## src/rtl/gpio_sw_led.sv

```systemverilog
// Memory-mapped switch/LED peripheral: synchronised, debounced switches with
// rise/fall edge capture and interrupt, plus an LED register with set/clear/toggle.
module gpio_sw_led #(
   parameter int                   SW_WIDTH        = 8,
   parameter int                   LED_WIDTH       = 8,
   parameter int                   DEBOUNCE_CYCLES = 16,
   parameter logic [LED_WIDTH-1:0] LED_RESET       = '0
) (
   input  logic                 CLK,
   input  logic                 RST,
   input  logic [SW_WIDTH-1:0]  SW,
   output logic [LED_WIDTH-1:0] LED,
   input  logic                 SEL,
   input  logic                 WE,
   input  logic [2:0]           ADDR,
   input  logic [31:0]          WDATA,
   output logic [31:0]          RDATA,
   output logic                 RVALID,
   output logic                 IRQ
);

   localparam int              CW       = $clog2(DEBOUNCE_CYCLES + 1);
   localparam logic [CW-1:0]   CNT_LAST = CW'(DEBOUNCE_CYCLES - 1);

   logic [SW_WIDTH-1:0]         meta;
   logic [SW_WIDTH-1:0]         sync;
   logic [SW_WIDTH-1:0]         db;
   logic [SW_WIDTH-1:0]         db_nxt;
   logic [SW_WIDTH-1:0][CW-1:0] cnt;
   logic [SW_WIDTH-1:0][CW-1:0] cnt_nxt;
   logic [SW_WIDTH-1:0]         rise_pend;
   logic [SW_WIDTH-1:0]         fall_pend;
   logic [SW_WIDTH-1:0]         rise_en;
   logic [SW_WIDTH-1:0]         fall_en;
   logic [SW_WIDTH-1:0]         rise_set;
   logic [SW_WIDTH-1:0]         fall_set;
   logic [SW_WIDTH-1:0]         clr_rise;
   logic [SW_WIDTH-1:0]         clr_fall;
   logic                        wr;
   logic                        rd;
   logic [31:0]                 rd_word;
   logic                        unused_wdata;

   assign wr           = SEL & WE;
   assign rd           = SEL & ~WE;
   assign unused_wdata = ^WDATA;

   // Per-bit debounce: any mismatch cycle counts, a return to db restarts from zero.
   always_comb begin
      db_nxt  = db;
      cnt_nxt = '0;
      for (int i = 0; i < SW_WIDTH; i++) begin
         if (sync[i] == db[i]) begin
            cnt_nxt[i] = '0;
         end else if (cnt[i] == CNT_LAST) begin
            db_nxt[i]  = sync[i];
            cnt_nxt[i] = '0;
         end else begin
            cnt_nxt[i] = cnt[i] + CW'(1);
         end
      end
   end

   assign rise_set = db_nxt & ~db;
   assign fall_set = db & ~db_nxt;

   // W1C strobes for the EDGE register.
   always_comb begin
      clr_rise = '0;
      clr_fall = '0;
      if (wr && (ADDR == 3'd5)) begin
         clr_rise = WDATA[SW_WIDTH-1:0];
         clr_fall = WDATA[16 +: SW_WIDTH];
      end else begin
         clr_rise = '0;
         clr_fall = '0;
      end
   end

   // Read mux over the pre-edge register contents; unused bits and WO/reserved read 0.
   always_comb begin
      rd_word = 32'h0000_0000;
      case (ADDR)
         3'd0: rd_word[SW_WIDTH-1:0] = db;
         3'd1: rd_word[LED_WIDTH-1:0] = LED;
         3'd5: begin
            rd_word[SW_WIDTH-1:0]   = rise_pend;
            rd_word[16 +: SW_WIDTH] = fall_pend;
         end
         3'd6: begin
            rd_word[SW_WIDTH-1:0]   = rise_en;
            rd_word[16 +: SW_WIDTH] = fall_en;
         end
         default: rd_word = 32'h0000_0000;
      endcase
   end

   // Switch path, edge capture, LED/enable writes and the registered read port.
   always_ff @(posedge CLK) begin
      if (RST) begin
         meta      <= '0;
         sync      <= '0;
         db        <= '0;
         cnt       <= '0;
         rise_pend <= '0;
         fall_pend <= '0;
         rise_en   <= '0;
         fall_en   <= '0;
         LED       <= LED_RESET;
         RDATA     <= 32'h0000_0000;
         RVALID    <= 1'b0;
      end else begin
         meta      <= SW;
         sync      <= meta;
         db        <= db_nxt;
         cnt       <= cnt_nxt;
         // A new edge beats a simultaneous clear so no event is lost.
         rise_pend <= (rise_pend & ~clr_rise) | rise_set;
         fall_pend <= (fall_pend & ~clr_fall) | fall_set;
         if (wr) begin
            case (ADDR)
               3'd1: LED <= WDATA[LED_WIDTH-1:0];
               3'd2: LED <= LED | WDATA[LED_WIDTH-1:0];
               3'd3: LED <= LED & ~WDATA[LED_WIDTH-1:0];
               3'd4: LED <= LED ^ WDATA[LED_WIDTH-1:0];
               3'd6: begin
                  rise_en <= WDATA[SW_WIDTH-1:0];
                  fall_en <= WDATA[16 +: SW_WIDTH];
               end
               default: ;
            endcase
         end
         RVALID <= rd;
         RDATA  <= rd ? rd_word : 32'h0000_0000;
      end
   end

   assign IRQ = (|(rise_pend & rise_en)) | (|(fall_pend & fall_en));

endmodule
```

## config.mk

```make
export PLATFORM = sky130hd
export DESIGN_NAME = gpio_sw_led
export DESIGN_NICKNAME = d
export VERILOG_FILES = /design/src/rtl/gpio_sw_led.sv
export SDC_FILE = /design/constraint.sdc
export NUM_CORES = 1
export LEC_CHECK = 0
export BUFFER_PORTS_ARGS = -buffer_cell sky130_fd_sc_hd__buf_2
export CORE_AREA = 3 3 97 108
export CTS_CLUSTER_DIAMETER = 200
export CTS_CLUSTER_SIZE = 25
export DETAILED_ROUTE_END_ITERATION = 8
export DIE_AREA = 0 0 100 111
export GPL_ROUTABILITY_DRIVEN = 0
export GPL_TIMING_DRIVEN = 0
export PLACE_DENSITY = 0.78
export SKIP_CTS_REPAIR_TIMING = 1
export SLEW_MARGIN = 5
export SYNTH_ARGS = -nofsm -noshare
export SYNTH_HDL_FRONTEND = slang
export SYNTH_SLANG_ARGS = --single-unit
```

## constraint.sdc

```tcl
create_clock -name CLK -period 1.7 [get_ports CLK]
set_clock_uncertainty 0.1 [all_clocks]
set_input_delay 0 -clock CLK [delete_from_list [all_inputs] [get_ports CLK]]
set_output_delay 0 -clock CLK [all_outputs]
set_load 0.005 [all_outputs]
```

==> results of run 1 <==
cell type report:
type	count	area, um^2
Inverter	51	191.4
Fill cell	675	2634
Clock inverter	8	145.1
Buffer	37	219.0
Clock buffer	22	452.9
Multi-Input combinational cell	385	2589
Sequential cell	121	2432
Timing Repair Buffer	87	588.1
Tap cell	117	146.4
worst min-delay path, stage by stage:
cell	delay, ns
buf_2	0.12
or3_1	0.18
a211oi_1	0.07
a211oi_1	0.20
flip-flops by register name, indices dropped and copies added, names as in the netlist:
| signal | flops |
|---|---|
| cnt | 40 |
| RDATA | 16 |
| LED | 8 |
| db | 8 |
| fall_en | 8 |
| fall_pend | 8 |
| meta | 8 |
| rise_en | 8 |
| rise_pend | 8 |
| sync | 8 |
| RVALID | 1 |
per-stage QoR:
step / area, um^2 / std cells / power (mW) / TNS [ns] / setup slack (ns)
detailed placement: 5698 / 767 / 3.325 / -0.02405 / -0.008782
global placement: 5698 / 767 / 3.309 / 0 / 0.05573
global route: 6764 / 828 / 7.204 / -0.1232 / -0.04971
finish: 6764 / 828 / 6.983 / -0.01030 / -0.01030
floorplan: 5271 / 594 / 3.193 / 0 / 0.1177
CTS: 6296 / 797 / 6.931 / -0.5454 / -0.1197
path summary, 6_finish.rpt:
kind              cells past startpoint                 endpoint                    start  slack [ns]
setup / recovery                      4                      IRQ  fall_pend[1]$_SDFF_PP0_       -0.01
hold / removal                        4      LED[0]$_SDFFE_PP0P_                  ADDR[2]       0.006
hold reg to reg                       1       cnt[35]$_SDFF_PP0_       cnt[35]$_SDFF_PP0_        0.32
setup reg to reg                      6  rise_pend[5]$_SDFF_PP0_       cnt[25]$_SDFF_PP0_        0.02
power by group through the flow:
stage,combinational (mW),clock [mW],sequential [mW]
2_1_floorplan,0.229,0,2.96
3_3_place_gp,0.342,0,2.97
3_5_place_dp,0.355,0,2.97
4_1_cts,0.359,3.66,2.91
5_1_grt,0.470,3.82,2.92
6_report,0.426,3.64,2.91
cells in the final DEF, fill, tap and decap left out, drive strengths merged, types with 3 or more instances in the layout:
cell type and n:
nand3b 9, bufinv 4, clkinv 4, a31oi 5, or3 9, a32o 7, mux2i 16, nand2 45
dlygate4sd3 30, xnor2 16, nor2 67, conb 16, dfxtp 121, a211oi 9, inv 49, o22ai 3
a22oi 16, o21ai 25, a22o 4, xor2 8, a221oi 9, and3 8, ha 32, nor3 6
buf 82, nor2b 20, clkbuf 34, nand3 19, a21oi 26
cells by family (layout without fill, tap and decap cells):
family	count (synthesis)	after routing	share of synthesized area
simple gates	190	190	0.1720
flops	121	121	0.4645
compound gates	107	107	0.1363
buf+inv	88	205	0.07870
fa+ha+maj	32	32	0.07677
xor+xnor	24	24	0.04031
mux	16	16	0.03071
other cells	1	16	0.0007191
layer usage:
| metal | GRT usage | vias to the layer above | wire [um] |
|---|---|---|---|
| met4 | 0.09075 | 0 | 446 |
| met3 | 0.05664 | 49 | 1024 |
| met1 | 0.2683 | 2098 | 5151 |
| met5 | 0 | - | 0 |
| li1 | - | 2180 | - |
| met2 | 0.3890 | 232 | 6434 |
==> flow_metrics.py, run 1 <==
metrics = {
    "outcome": {
        "status": "finished with violations",
        "violations": "negative setup slack",
    },
    "global_routing": {
        "antenna_found_initial": 0,
        "grt_pass1_vias": 4181,
        "gr-usage-all-layers": 0.2268,
        "grt_max_degree": 17,
        "grt_pass1_wl_um": 20090,
        "grt.overflow.total": 0,
    },
    "routing": {
        "wl_per_cell_um": 15.77,
        "drtIter0Drc": 391,
        "drtAntennaViolNets": 0,
        "vias": 4559,
        "wl_um": 13060,
        "routed_via_density": 5.506,
        "drcViolationCount": 0,
        "drtPass1Iterations": 5,
    },
    "logic_synthesis": {
        "synth_top_area_cell": "dfxtp_1",
        "synth_top_cell_area_share": 0.4645,
        "yosysMostFrequentCell": "dfxtp_1",
        "synthTopCellsByCount": "dfxtp_1, nor2_1, inv_1, nand2_1, ha_1",
        "ys.flop_type": "dfxtp_1",
        "syn_inst": 579,
        "ys_async_sr_fraction": 0,
        "ys_warn_count": 0,
        "synthesis.area_mm2": 0.005215,
        "yosysSeqAreaShare": 0.4645,
        "yosysUniqueCellTypes": 41,
        "synth.top_cells.by_area": "dfxtp_1, ha_1, nor2_1",
        "syn_area_per_cell_um2": 9.007,
        "synth-seq-cells": 121,
        "synth_edf_count": 0,
    },
    "sta": {
        "layout_setup_ws_ns": -0.01030,
        "fin_crit_sh": 1.006,
        "rsz0062_at_grt": "yes",
        "slew_viol_final": 0,
        "period_needed_ns": 1.710,
        "setup_viol": 1,
        "relSlewSlack": 0.6163,
        "fmax_mhz": 584.7,
        "worst_hold_slack_ns": 0.006229,
        "worstMarginPinSlew_ns": 0.5755,
        "hold_violations": 0,
    },
    "pwr": {
        "p_seq_frac": 0.417,
        "p_sw_frac": 0.2106,
        "powerDensity_mw_per_mm2": 1032,
        "pwr-share-comb": 0.061,
        "power.share.clock": 0.522,
        "p_leak_nw": 2.724,
        "p_int_mw": 5.512,
        "switching_power_mw": 1.470,
        "ir_drop_mv": 0.7461,
    },
    "critical_path": {
        "cp-start-kind": "flop",
        "crit_type": "flop to output pin",
        "cp_max_fo": 3,
        "critPathRequiredTime_ns": 1.60,
        "path_delay_family": "compound AO/OA/AOI/OAI gates",
        "crit_buf_inv": 1,
        "slowest_delay_ns": 0.34,
        "crit_chain": "a22o_1, a221oi_2, nand4_1, buf_2",
        "arrival_ns": 1.61,
        "endpoint_kind": "output pin",
        "slowest_stage": "dfxtp_2",
    },
    "die": {
        "fp.dieH_um": 111,
        "core_area_mm2": 0.009398,
        "fp.dieArea_mm2": 0.01110,
        "initial_core_util": 0.5549,
        "chipWidth_um": 100,
        "row_count": 37,
        "io_pins": 89,
    },
    "placed_design": {
        "hpwl_um": 8599,
        "io_buffers": 56,
    },
    "finish": {
        "final_nets": 779,
        "final_core_util": 0.7197,
        "drive_gt1_frac": 0.2082,
        "antenna_cells": 0,
        "area_delta_synth_final_pct": 29.70,
    },
    "clock_network": {
        "clk_latency_ns": 0.52,
        "root_buffer": "clkbuf_8",
        "clk_path_buf_depth": 2,
        "cts_made_buffers": 17,
        "cts_tree": "yes",
        "cts_num_sinks": 121,
        "path_clk_slew_ns": 0.06,
        "cts_htree_levels": 4,
    },
    "hold_path": {
        "hp-class": "input pin to flop",
    },
    "job": {
        "maxCapViolCount": 0,
    },
}
Power figures use the tool's default switching activity.
==> run 2, diff against run 1 <==
Settings changed: GPL_TIMING_DRIVEN 0 to default, TNS_END_PERCENT from default to 50.
==> flow_metrics.py, run 2 (same netlist as run 1, synthesis figures left out) <==
metrics = {
    "finish": {
        "drive_gt1_frac": 0.1751,
        "mostFrequentLayoutCells": "dfxtp_1, nor2_1, buf_2",
        "mostFrequentLayoutCell": "dfxtp_1",
        "fillers": 637,
        "final_nets": 774,
        "final-seq-area_mm2": 0.002426,
        "largest_register_ff_count": 40,
        "area_delta_synth_final_pct": 30.85,
        "largest_register": "cnt",
        "finalNonFillerCells": 825,
        "largest_registers": "cnt (40), RDATA (16)",
        "fin_area_mm2": 0.006824,
        "multi_input_area_mm2": 0.002529,
        "antenna_cells": 0,
    },
    "die": {
        "core_area_mm2": 0.009398,
        "fp.dieH_um": 111,
        "fp.dieArea_mm2": 0.01110,
        "initial_core_util": 0.5549,
        "row_count": 37,
        "chipWidth_um": 100,
        "io_pins": 89,
    },
    "routing": {
        "drcViolationCount": 0,
        "wl_um": 13470,
        "vias": 4653,
        "drtPass1Iterations": 7,
        "drtAntennaViolNets": 0,
        "routed_via_density": 5.640,
        "drtIter0Drc": 454,
        "wl_per_cell_um": 16.32,
    },
    "clock_network": {
        "clk_path_buf_depth": 2,
        "cts_made_buffers": 17,
        "root_buffer": "clkbuf_8",
        "cts_tree": "yes",
        "cts_num_sinks": 121,
        "path_clk_slew_ns": 0.06,
        "cts_htree_levels": 4,
        "clk_latency_ns": 0.52,
    },
    "sta": {
        "layout_setup_ws_ns": -0.07825,
        "fin_crit_sh": 1.046,
        "setup_viol": 2,
        "fmax_mhz": 562.4,
        "hold_violations": 16,
        "slew_viol_final": 0,
        "rsz0062_at_grt": "yes",
        "period_needed_ns": 1.778,
        "worst_hold_slack_ns": -0.02546,
    },
    "placed_design": {
        "io_buffers": 56,
        "placed_area_mm2": 0.005582,
        "hpwl_um": 7975,
        "dp_cells": 742,
    },
    "critical_path": {
        "critPathRequiredTime_ns": 2.00,
        "crit_type": "flop to flop",
        "cp_max_fo": 3,
        "endpoint_kind": "flop",
        "r2r_cells": 6,
        "arrival_ns": 2.08,
        "cp-start-kind": "flop",
    },
    "outcome": {
        "status": "finished with violations",
        "violations": "negative hold slack, negative setup slack",
    },
    "pwr": {
        "ir_drop_mv": 0.8017,
        "p_leak_nw": 2.811,
        "powerDensity_mw_per_mm2": 1051,
    },
    "global_routing": {
        "grt_max_degree": 58,
        "antenna_found_initial": 0,
        "grt_pass1_wl_um": 18980,
        "gr-usage-all-layers": 0.2136,
        "grt.overflow.total": 0,
        "grt_pass1_vias": 4056,
    },
    "job": {
        "maxCapViolCount": 0,
    },
    "hold_path": {
        "hp-class": "input pin to flop",
        "min_path_cells": 3,
    },
}
==> run 2: cell count changes in the layout (fill, tap and decap cells not counted), moves of 5 or more <==
cell           previous run  this run
ha_1                     19        26
dfxtp_1                 113       118
buf_2                    61        56
dfxtp_2                   8         3
clkbuf_1                 13         3
buf_4                    20        12
dlygate4sd3_1            30        50
==> run 2: path summary, 6_finish.rpt <==
check                          start                       to  slack (ns)
setup / recovery  cnt[25]$_SDFF_PP0_  rise_pend[5]$_SDFF_PP0_       -0.08
setup reg to reg  cnt[25]$_SDFF_PP0_  rise_pend[5]$_SDFF_PP0_       -0.08
hold reg to reg    cnt[0]$_SDFF_PP0_        cnt[0]$_SDFF_PP0_        0.32
hold / removal                   SEL      RDATA[1]$_SDFF_PP0_       -0.03
==> run 2: per-layer routing <==
metal | routed length, um | GRT usage
met5 | 0 | 0
met4 | 641 | 0.07817
met3 | 1145 | 0.06797
met2 | 6569 | 0.3600
met1 | 5112 | 0.2522
==> run 2: cell type report <==
class | instances | area share
multi-input combinational | 385 | 0.3706
clock inverter | 6 | 0.01944
timing repair buffer | 119 | 0.1305
inverter | 51 | 0.02805
sequential | 121 | 0.3555
tap | 117 | 0.02145
clock buffer | 26 | 0.07444
==> run 2: critical path, cell delays in order (launching register included) <==
cell	delay, ns
dfxtp_1	0.37
ha_1	0.21
and3_1	0.17
ha_2	0.21
mux2i_1	0.27
nor2_1	0.11
a32o_1	0.22
==> run 2: report_power, final <==
| part | total (mW) | internal [mW] | switching [mW] |
|---|---|---|---|
| combinational | 0.421 | 0.194 | 0.227 |
| clock | 3.84 | 2.62 | 1.22 |
| sequential | 2.91 | 2.88 | 0.0358 |
==> run 2: metrics by stage <==
step / setup WS (ns) / power, mW / util / TNS, ns
after floorplan: 0.1177 / 3.193 / - / 0
after global placement: 0.06058 / 3.284 / 0.5939 / 0
after CTS: -0.1339 / 7.093 / 0.6621 / -0.1931
after detailed placement: -0.03440 / 3.298 / 0.5939 / -0.03440
after global routing: -0.1025 / 7.381 / 0.7261 / -0.2954
final: -0.07825 / 7.172 / 0.7261 / -0.1367
